## src/rtl/seq_det_ctrl.sv

```systemverilog
// -----------------------------------------------------------------------------
// seq_det_ctrl
//
// Word-level controller for a bit-serial Moore sequence detector. Accepts
// parallel words over a valid/ready handshake and shifts each word MSB-first
// into the detector's x input, one bit per clock. The detector's Moore output
// is sampled one cycle after each bit, detections are counted (saturating),
// and a one-cycle done pulse marks the end of each word. The controller also
// drives the detector's reset, so a synchronous clear wipes the detector, the
// count and the sticky flag without a global reset.
//
// Ports:
//   clock        system clock, rising edge
//   reset        asynchronous active-low reset
//   in_valid     in_data holds a word to process
//   in_ready     controller can accept a word this cycle
//   in_data      word to serialize, MSB first
//   clear        synchronous clear of detector, count and sticky flag
//   det_x        serial bit to the detector x input (registered)
//   det_clr      active-high reset to the detector (registered)
//   det_out      detector Moore output
//   done         one-cycle pulse after a word's last result is sampled
//   match_count  saturating count of sampled detections
//   match_any    sticky: set by the first detection
// -----------------------------------------------------------------------------
module seq_det_ctrl #(
    parameter int WIDTH = 8,
    parameter int CNT_W = 8
) (
    input  logic             clock,
    input  logic             reset,
    input  logic             in_valid,
    output logic             in_ready,
    input  logic [WIDTH-1:0] in_data,
    input  logic             clear,
    output logic             det_x,
    output logic             det_clr,
    input  logic             det_out,
    output logic             done,
    output logic [CNT_W-1:0] match_count,
    output logic             match_any
);

    localparam int IDX_W = $clog2(WIDTH);
    localparam logic [IDX_W-1:0] LAST_IDX = IDX_W'(WIDTH - 1);
    localparam logic [CNT_W-1:0] CNT_MAX  = '1;

    typedef enum logic [1:0] {
        IDLE,
        SHIFT,
        DRAIN,
        DONE
    } state_t;

    state_t           state;
    logic [WIDTH-1:0] shreg;      // remaining bits, next one to present at the MSB
    logic [IDX_W-1:0] idx;        // index of the bit currently on det_x
    logic             sample_en;  // det_out reflects the bit presented last cycle
    logic             accept;

    // in_ready is combinational on clear so that a clear arriving together
    // with in_valid blocks the handshake in that same cycle.
    assign in_ready = (state == IDLE) && !clear;
    assign accept   = in_valid && in_ready;

    // NOTE: all state below is updated with non-blocking assignments so every
    // register sees the pre-edge values of the others (e.g. sample_en vs state).
    always_ff @(posedge clock or negedge reset) begin
        if (!reset) begin
            state       <= IDLE;
            shreg       <= '0;
            idx         <= '0;
            sample_en   <= 1'b0;
            det_x       <= 1'b0;
            det_clr     <= 1'b1;   // hold the detector in reset with us
            done        <= 1'b0;
            match_count <= '0;
            match_any   <= 1'b0;
        end else begin
            // Detector reset follows clear by exactly one cycle.
            det_clr <= clear;

            if (clear) begin
                // Abandon any word in flight; no done pulse, no late sample.
                state       <= IDLE;
                sample_en   <= 1'b0;
                det_x       <= 1'b0;
                done        <= 1'b0;
                match_count <= '0;
                match_any   <= 1'b0;
            end else begin
                // A bit is on det_x during every SHIFT cycle; its result is
                // visible on det_out the following cycle.
                sample_en <= (state == SHIFT);
                done      <= 1'b0;

                if (sample_en && det_out) begin
                    match_any <= 1'b1;
                    if (match_count != CNT_MAX) begin
                        match_count <= match_count + 1'b1;
                    end
                end

                case (state)
                    IDLE: begin
                        if (accept) begin
                            // MSB goes out straight away; the rest waits in shreg.
                            det_x <= in_data[WIDTH-1];
                            shreg <= {in_data[WIDTH-2:0], 1'b0};
                            idx   <= '0;
                            state <= SHIFT;
                        end
                    end
                    SHIFT: begin
                        if (idx == LAST_IDX) begin
                            det_x <= 1'b0;
                            state <= DRAIN;
                        end else begin
                            det_x <= shreg[WIDTH-1];
                            shreg <= {shreg[WIDTH-2:0], 1'b0};
                            idx   <= idx + 1'b1;
                        end
                    end
                    DRAIN: begin
                        // Last bit's result is sampled this cycle.
                        done  <= 1'b1;
                        state <= DONE;
                    end
                    DONE: begin
                        state <= IDLE;
                    end
                    default: begin
                        state <= IDLE;
                    end
                endcase
            end
        end
    end

endmodule
```

## config.mk

```make
export PLATFORM = sky130hd
export DESIGN_NAME = seq_det_ctrl
export DESIGN_NICKNAME = d
export VERILOG_FILES = /design/src/rtl/seq_det_ctrl.sv
export SDC_FILE = /design/constraint.sdc
export NUM_CORES = 1
export LEC_CHECK = 0
export ABC_AREA = 1
export BUFFER_PORTS_ARGS = -buffer_cell sky130_fd_sc_hd__buf_2
export CORE_MARGIN = 1.5
export CORE_UTILIZATION = 45
export CTS_BUF_LIST = sky130_fd_sc_hd__clkbuf_8
export DETAILED_ROUTE_END_ITERATION = 16
export PLACE_DENSITY = 0.67
export SLEW_MARGIN = 10
export SYNTH_ARGS = -nofsm -noshare
export SYNTH_HDL_FRONTEND = slang
export SYNTH_SLANG_ARGS = --single-unit
```

## constraint.sdc

```tcl
create_clock -name clock -period 2.3 [get_ports clock]
set_input_delay 0.46 -clock clock [delete_from_list [all_inputs] [get_ports clock]]
set_output_delay 0.46 -clock clock [all_outputs]
set_load 0.05 [all_outputs]
```

==> results of run 1 <==
[final cells by class]
cell class / count / area, µm²
Fill cell: 275 / 1280
Multi-Input combinational cell: 112 / 642
Sequential cell: 25 / 627
Timing Repair Buffer: 25 / 125
Inverter: 18 / 67.6
Clock buffer: 3 / 41.3
Tap cell: 31 / 38.8
Clock inverter: 1 / 3.75
[logic make-up after synthesis]
logic type	count (synthesis)	synth area share (%)
xor gates and xnor gates	1	0.638
muxes	6	4.37
and+or+nand+nor	74	23.9
DFF	25	45.6
adders and majority gates	6	5.46
AOI/OAI and AO/OA	25	12.4
buffers and inverters	22	7.65
[stage by stage]
step                hold slack [ps]  util (%)  area [µm²]  power [mW]  std cells
CTS                             193      54.6        1550        1.56        215
global route                    206      54.6        1550        1.67        215
floorplan                       164         -        1370        1.20        159
finish                          171      54.6        1550        1.55        215
detailed placement              468      53.0        1500        1.31        211
global placement                467      53.0        1500        1.28        211
[sequential cells by signal, summed over array words and instances (netlist names)]
signal       cells
shreg            7
sample_en        1
idx              3
match_any        1
det_clr          1
det_x            1
state            2
done             1
match_count      8
[metal layers]
| layer | track usage, % | wire length, µm |
|---|---|---|
| met1 | 23.0 | 1160 |
| met2 | 27.4 | 1240 |
| met3 | 3.35 | 140 |
| met4 | 6.98 | 23 |
| met5 | 0 | 0 |
[final timing paths]
check	endpoint	startpoint	cells after the start	slack, ps
min in group clock	det_clr	clear	1	410
worst max-delay path	in_ready	state[0]	5	380
max in group asynchronous	match_count[2]	reset	1	1760
worst max register to register	shreg[4]	state[1]	7	520
worst min-delay path	match_any	reset	1	170
worst min register to register	idx[0]	idx[0]	1	480
[power groups by stage]
stage / Clock (mW) / Combinational (mW) / Sequential, mW
finish: 0.258 / 0.673 / 0.615
floorplan: 0 / 0.518 / 0.680
detailed placement: 0 / 0.679 / 0.626
global placement: 0 / 0.661 / 0.621
global route: 0.288 / 0.751 / 0.632
CTS: 0.266 / 0.682 / 0.617
[critical path, cell delays in order, from the launching register on]
cell and delay, ps:
sky130_fd_sc_hd__dfrtp_1 390, sky130_fd_sc_hd__inv_1 120, sky130_fd_sc_hd__ha_1 240, sky130_fd_sc_hd__inv_2 90, sky130_fd_sc_hd__nor2_8 90, sky130_fd_sc_hd__buf_2 270
[cell usage after synthesis]
| cell | n |
|---|---|
| sky130_fd_sc_hd__a21oi_1 | 4 |
| sky130_fd_sc_hd__buf_4 | 2 |
| sky130_fd_sc_hd__buf_6 | 2 |
| sky130_fd_sc_hd__dfrtp_1 | 24 |
| sky130_fd_sc_hd__dfstp_2 | 1 |
| sky130_fd_sc_hd__ha_1 | 6 |
| sky130_fd_sc_hd__inv_1 | 13 |
| sky130_fd_sc_hd__inv_2 | 5 |
| sky130_fd_sc_hd__mux2i_1 | 6 |
| sky130_fd_sc_hd__nand2_1 | 43 |
| sky130_fd_sc_hd__nand2_2 | 3 |
| sky130_fd_sc_hd__nand2_4 | 1 |
| sky130_fd_sc_hd__nand3_1 | 15 |
| sky130_fd_sc_hd__nor2_1 | 11 |
| sky130_fd_sc_hd__nor2_8 | 1 |
| sky130_fd_sc_hd__o21ai_0 | 3 |
| sky130_fd_sc_hd__o21ai_1 | 7 |
| sky130_fd_sc_hd__o21ai_2 | 7 |
| sky130_fd_sc_hd__o21ai_4 | 1 |
| sky130_fd_sc_hd__o21bai_1 | 3 |
| sky130_fd_sc_hd__xor2_1 | 1 |
==> impl_summary.log, run 1 <==
[metrics] floorplan row count: 19
[metrics] Max clock buf depth: 2
[metrics] number of nets in the layout: slightly above 200
[metrics] number of maximum-capacitance violations: 0
[metrics] via density per instance: between 5 and 6
[metrics] clock tree from TritonCTS: done
[metrics] worst supply voltage drop on vdd: 0.436 mV
[metrics] number of port buffers: 25
[metrics] count of different cell masters after synthesis: 21
[metrics] number of buffers created by CTS: 3
[metrics] first-pass GRT wire length: about 4500 µm
[metrics] starting density of the core: 48.6%
[metrics] final routed wire length divided by cell count: ~12 µm
[metrics] clk_lat worst skew: roughly 270 ps
[metrics] fin crit period: around 1900 ps
[metrics] worst-path fanout max: 4
[metrics] flip-flop and latch count after synthesis: 25
[metrics] portion of the clock cycle consumed by the worst path in the final layout: 83.6%
[metrics] Clk Tree Root Cell: sky130_fd_sc_hd__clkbuf_8
[metrics] most frequent standard cell in the layout excluding fill and tap cells: sky130_fd_sc_hd__nand2_1
[metrics] total via count after detailed routing: ~1100
[metrics] clock group share of total power: around 17%
[metrics] type of element capturing the critical path: output pin
[metrics] internal power consumption: about 900 µW
[metrics] hold-fix buffers at CTS: 0
[metrics] Detailed Place HPWL: approximately 1900 µm
[metrics] Core Box Area: approximately 0.0028 mm²
[metrics] Power Dens Cells: around 1000 mW/mm²
[metrics] Yosys warning count: 0
[metrics] Post-Synthesis Cell Area: between 0.001 and 0.0015 mm²
[metrics] kind of path behind the tightest hold check: in2async
[metrics] relative contribution of combinational cells to total power: a little over two fifths
[metrics] Startpoint Class: register
[metrics] RSZ-0062 raised after global routing: no
[metrics] deepest level of the CTS H-tree: 1
[metrics] initial DRC count: 62
[metrics] die area: between 0.003 and 0.004 mm²
[metrics] Area contributors post-synth: sky130_fd_sc_hd__dfrtp_1, sky130_fd_sc_hd__nand2_1, sky130_fd_sc_hd__ha_1
[metrics] Remaining Overflow, GRT: 0
[metrics] first-pass iteration count of the detailed router: 11
[metrics] final number of setup-violating endpoints: 0
[metrics] share of cells above drive strength 1: between 20% and 30%
[metrics] final setup TNS: 0 ps
[metrics] synthesized area divided by synthesized cell count: a little under 9 µm²
[metrics] Post-CTS Setup Repair Bufs: 0
[metrics] top-level port count: 26
[metrics] final worst setup slack: between 300 and 400 ps
[metrics] total of cells resized after clock tree synthesis: 0
[metrics] share of the yosys chip area belonging to registers: a little under half
[metrics] ant diodes: 0
[metrics] Pins Over Slew Limit: 0
[metrics] area added between synthesis and finish: 12.5%
[metrics] Net Sw Power: ~650 µW
[metrics] Routability Congestion: 0.753
[metrics] antenna violations before repair: 0
[metrics] required time worst endpoint: ~1800 ps
[metrics] number of instances in the synthesized netlist: approximately 160
[metrics] Tot GR Track Use: between 10% and 20%
[metrics] Net Count, Synth: ~180
[metrics] Slew Limit Headroom: about 63%
[metrics] most frequent cells in the layout: sky130_fd_sc_hd__nand2_1, sky130_fd_sc_hd__buf_2, sky130_fd_sc_hd__dfrtp_1
[metrics] die width: about 60 µm
[metrics] Antenna Nets Post-Route: 0
[metrics] Synth top area share: a little over two fifths
[metrics] fraction of power spent switching nets: 42.0%
[metrics] number of endpoints with negative hold slack in the final report: 0
[metrics] part of the total power dissipated in sequential elements: approximately two fifths
[metrics] height of the die: between 50 and 60 µm
[metrics] leakage component of the power: slightly above 0.8 nW
[metrics] clock sink total: 25
[metrics] maximum number of pins on one net before global-route repair: 26
[metrics] failing checks: DRC
[metrics] worst-case clock skew: 3.00 ps
[metrics] pre-CTS WS: between 500 and 600 ps
[metrics] transition time of the tightest slew-check pin: 558 ps
[metrics] data arrival time of the critical path: around 1500 ps
[metrics] Critical Setup Path Class: reg2out
[metrics] vias in the first global route: between 1000 and 1500
[metrics] DR DRC count: 2
[metrics] timing-limited maximum frequency: slightly above 500 MHz
[metrics] clock slew seen by the registers of the worst setup and hold paths: 90 ps
[metrics] status: complete, but fails checks
[metrics] Routed WL: around 2600 µm
[metrics] post-synth top area cell: sky130_fd_sc_hd__dfrtp_1
Power figures use the tool's default switching activity.
==> run 2: changes to the inputs <==
Clock period 2.3 ns to 1.89 ns, I/O delays scaled along.
==> impl_summary.log, run 2 (synthesized netlist as in run 1, its figures left out) <==
[metrics] final number of setup-violating endpoints: 0 (unchanged)
[metrics] die width: 58.3 µm (unchanged)
[metrics] via density per instance: 5.19 (+1.4%)
[metrics] transition time of the tightest slew-check pin: 552 ps (-5.15 ps)
[metrics] Slew Limit Headroom: 63.2% (+0.34 points)
[metrics] number of nets in the layout: 205 (+0.49%)
[metrics] number of maximum-capacitance violations: 0 (unchanged)
[metrics] Max clock buf depth: 2 (unchanged)
[metrics] failing checks: DRC
[metrics] die area: 0.00339 mm² (unchanged)
[metrics] ant diodes: 0 (unchanged)
[metrics] DR DRC count: 2 (unchanged)
[metrics] area added between synthesis and finish: 13.5%
[metrics] data arrival time of the critical path: 1400 ps (-60 ps)
[metrics] Levels on crit path: 5 (unchanged)
[metrics] worst-path fanout max: 4 (unchanged)
[metrics] leakage component of the power: 0.831 nW (+0.36%)
[metrics] timing-limited maximum frequency: ~560 MHz
[metrics] height of the die: 58.3 µm (unchanged)
[metrics] biggest registers after layout: match_count: 8 flops, shreg: 7 flops, idx: 3 flops
[metrics] destination of the worst register-to-register timing path: shreg[6]
[metrics] number of port buffers: 25 (unchanged)
[metrics] final setup TNS: 0 ps (unchanged)
[metrics] flip-flop count of the largest register after layout: 8 (unchanged)
[metrics] instance area at placement: 0.00151 mm² (+0.50%)
[metrics] kind of path behind the tightest hold check: in2async
[metrics] clock group share of total power: 16.4% (-0.3 points)
[metrics] Pins Over Slew Limit: 0 (unchanged)
[metrics] worst-case clock skew: 4.81 ps (+1.80 ps)
[metrics] antenna violations before repair: 0 (unchanged)
[metrics] Layout fillers: 274 (-0.36%)
[metrics] Worst Reg2Reg Path Length in Cells: 9 (+2)
[metrics] share of cells above drive strength 1: 27.0% (+1.5 points)
[metrics] number of buffers created by CTS: 3 (unchanged)
[metrics] library cell contributing the largest single delay on the critical path: sky130_fd_sc_hd__dfrtp_1
[metrics] most frequent standard cell in the layout excluding fill and tap cells: sky130_fd_sc_hd__nand2_1
[metrics] Routed WL: 2640 µm (+3.4%)
[metrics] Clk Tree Root Cell: sky130_fd_sc_hd__clkbuf_8
[metrics] Detailed Place HPWL: 1980 µm (+3.8%)
[metrics] Crit. Startpoint: state[0]
[metrics] relative contribution of combinational cells to total power: 44.6% (+1.1 points)
[metrics] clock sink total: 25 (unchanged)
[metrics] fraction of power spent switching nets: 41.9% (-0.096 points)
[metrics] clk_lat worst skew: 270 ps (about the same)
[metrics] startpoint of the lowest-slack register-to-register path: state[0]
[metrics] Startpoint Class: register
[metrics] number of endpoints with negative hold slack in the final report: 0 (unchanged)
[metrics] flip-flop and latch area: 627 µm² (unchanged)
[metrics] Top delay family on crit path: flip-flops
[metrics] total via count after detailed routing: 1120 (+1.9%)
[metrics] part of the total power dissipated in sequential elements: 39.0% (-0.8 points)
[metrics] portion of the clock cycle consumed by the worst path in the final layout: 94.3%
[metrics] final routed wire length divided by cell count: 12.2 µm (+2.9%)
[metrics] Remaining Overflow, GRT: 0 (unchanged)
[metrics] Hold Slack: 83.9 ps (-87.6 ps)
[metrics] fin crit period: about 1800 ps
[metrics] type of element capturing the critical path: output pin
[metrics] hold-fix buffers at CTS: 0 (unchanged)
[metrics] cell area after layout: 0.00156 mm² (+0.89%)
[metrics] deepest level of the CTS H-tree: 1 (unchanged)
[metrics] vias in the first global route: 1089 (+5.5%)
[metrics] worst path buffer plus inverter count: 3 (unchanged)
[metrics] Routability Congestion: 0.774 (+2.8%)
[metrics] Largest Register: match_count
[metrics] status: complete, but fails checks
[metrics] maximum number of pins on one net before global-route repair: 26 (unchanged)
[metrics] starting density of the core: 48.6% (unchanged)
[metrics] Critical Path Max Stage Delay: 410 ps (+20 ps)
[metrics] register-to-register setup slack: 330 ps (-190 ps)
[metrics] internal power consumption: 1.12 mW (+25%)
[metrics] Net Sw Power: 806 µW (+24%)
[metrics] most frequent cells in the layout: sky130_fd_sc_hd__nand2_1, sky130_fd_sc_hd__dfrtp_1, sky130_fd_sc_hd__buf_2
[metrics] clock slew seen by the registers of the worst setup and hold paths: 90 ps (about the same)
[metrics] cell-by-cell listing of the critical path: inv_1, ha_2, inv_2, nor2_8, buf_4
[metrics] Antenna Nets Post-Route: 0 (unchanged)
[metrics] Critical Setup Path Class: reg2out
[metrics] initial DRC count: 62 (unchanged)
[metrics] clock tree from TritonCTS: done
[metrics] Core Box Area: 0.00283 mm² (unchanged)
[metrics] first-pass iteration count of the detailed router: 10 (-1)
[metrics] RSZ-0062 raised after global routing: no
[metrics] final design utilization: 55.1% (+0.49 points)
[metrics] top-level port count: 26 (unchanged)
[metrics] total power: 1.92 mW (+24%)
[metrics] required time worst endpoint: 1510 ps (-330 ps)
[metrics] first-pass GRT wire length: 4570 µm (+1.8%)
[metrics] Power Dens Cells: 1230 mW/mm² (+23%)
[metrics] worst supply voltage drop on vdd: 0.650 mV (+49%)
[metrics] Tot GR Track Use: 17.6% (+0.41 points)
[metrics] footprint of the multi-input gates: 644 µm² (+0.39%)
[metrics] floorplan row count: 19 (unchanged)
==> run 2: cell types whose count changed in the layout (fill, tap and decap cells not counted), sizes merged <==
cell    previous run  this run
clkinv             0         1
inv               19        18
buf               25        26
==> run 2: worst reg2reg max path, delay by kind of cell (launching register included) <==
family	cells	cell delay, ps
buffers and inverters	2	200
AND/OR/NAND/NOR	4	480
AO/OA/AOI/OAI	2	140
flip-flops	1	410
adder cells (fa/ha/maj)	1	230
==> run 2: how the worst max path moves through the flow <==
| stage | slack, ps | endpoint |
|---|---|---|
| floorplan | 280 | match_count[3] |
| global placement | 380 | in_ready |
| detailed placement | 320 | in_ready |
| CTS | 8 | in_ready |
| global route | 20 | in_ready |
| finish | 110 | in_ready |
==> run 2: final cells by class <==
type	count	share of cell area, %
Multi-Input combinational cell	112	41.3
Sequential cell	25	40.2
Timing Repair Buffer	26	8.67
Inverter	18	4.33
Clock buffer	3	2.65
Tap cell	31	2.49
Clock inverter	1	0.321
==> run 2: per-stage QoR <==
stage / cells / setup slack, ps
after CTS: 216 / 8.14
after floorplan: 159 / 278
after global placement: 212 / 383
after detailed placement: 212 / 320
after global routing: 216 / 20.4
final: 216 / 107
==> run 2: metal layers <==
metal,part of all wire (%),track usage [%],up-vias
met5,0,0,-
met4,2.0,8.64,0
met3,3.7,3.57,7
met2,49,29.5,29
met1,46,21.5,524
li1,-,-,560
==> run 2: what timing repair did <==
item,CTS,global route
gates resized for setup,0,3
endpoints found under the setup margin,0,1
setup buffers,0,0
==> run 2: power by group through the flow <==
stage               Clock [mW]  Combinational, mW  Sequential (mW)
floorplan                    0              0.630            0.827
detailed placement           0              0.852            0.760
finish                   0.315              0.857            0.751
global route             0.348              0.953            0.765
global placement             0              0.820            0.751
CTS                      0.326              0.857            0.750
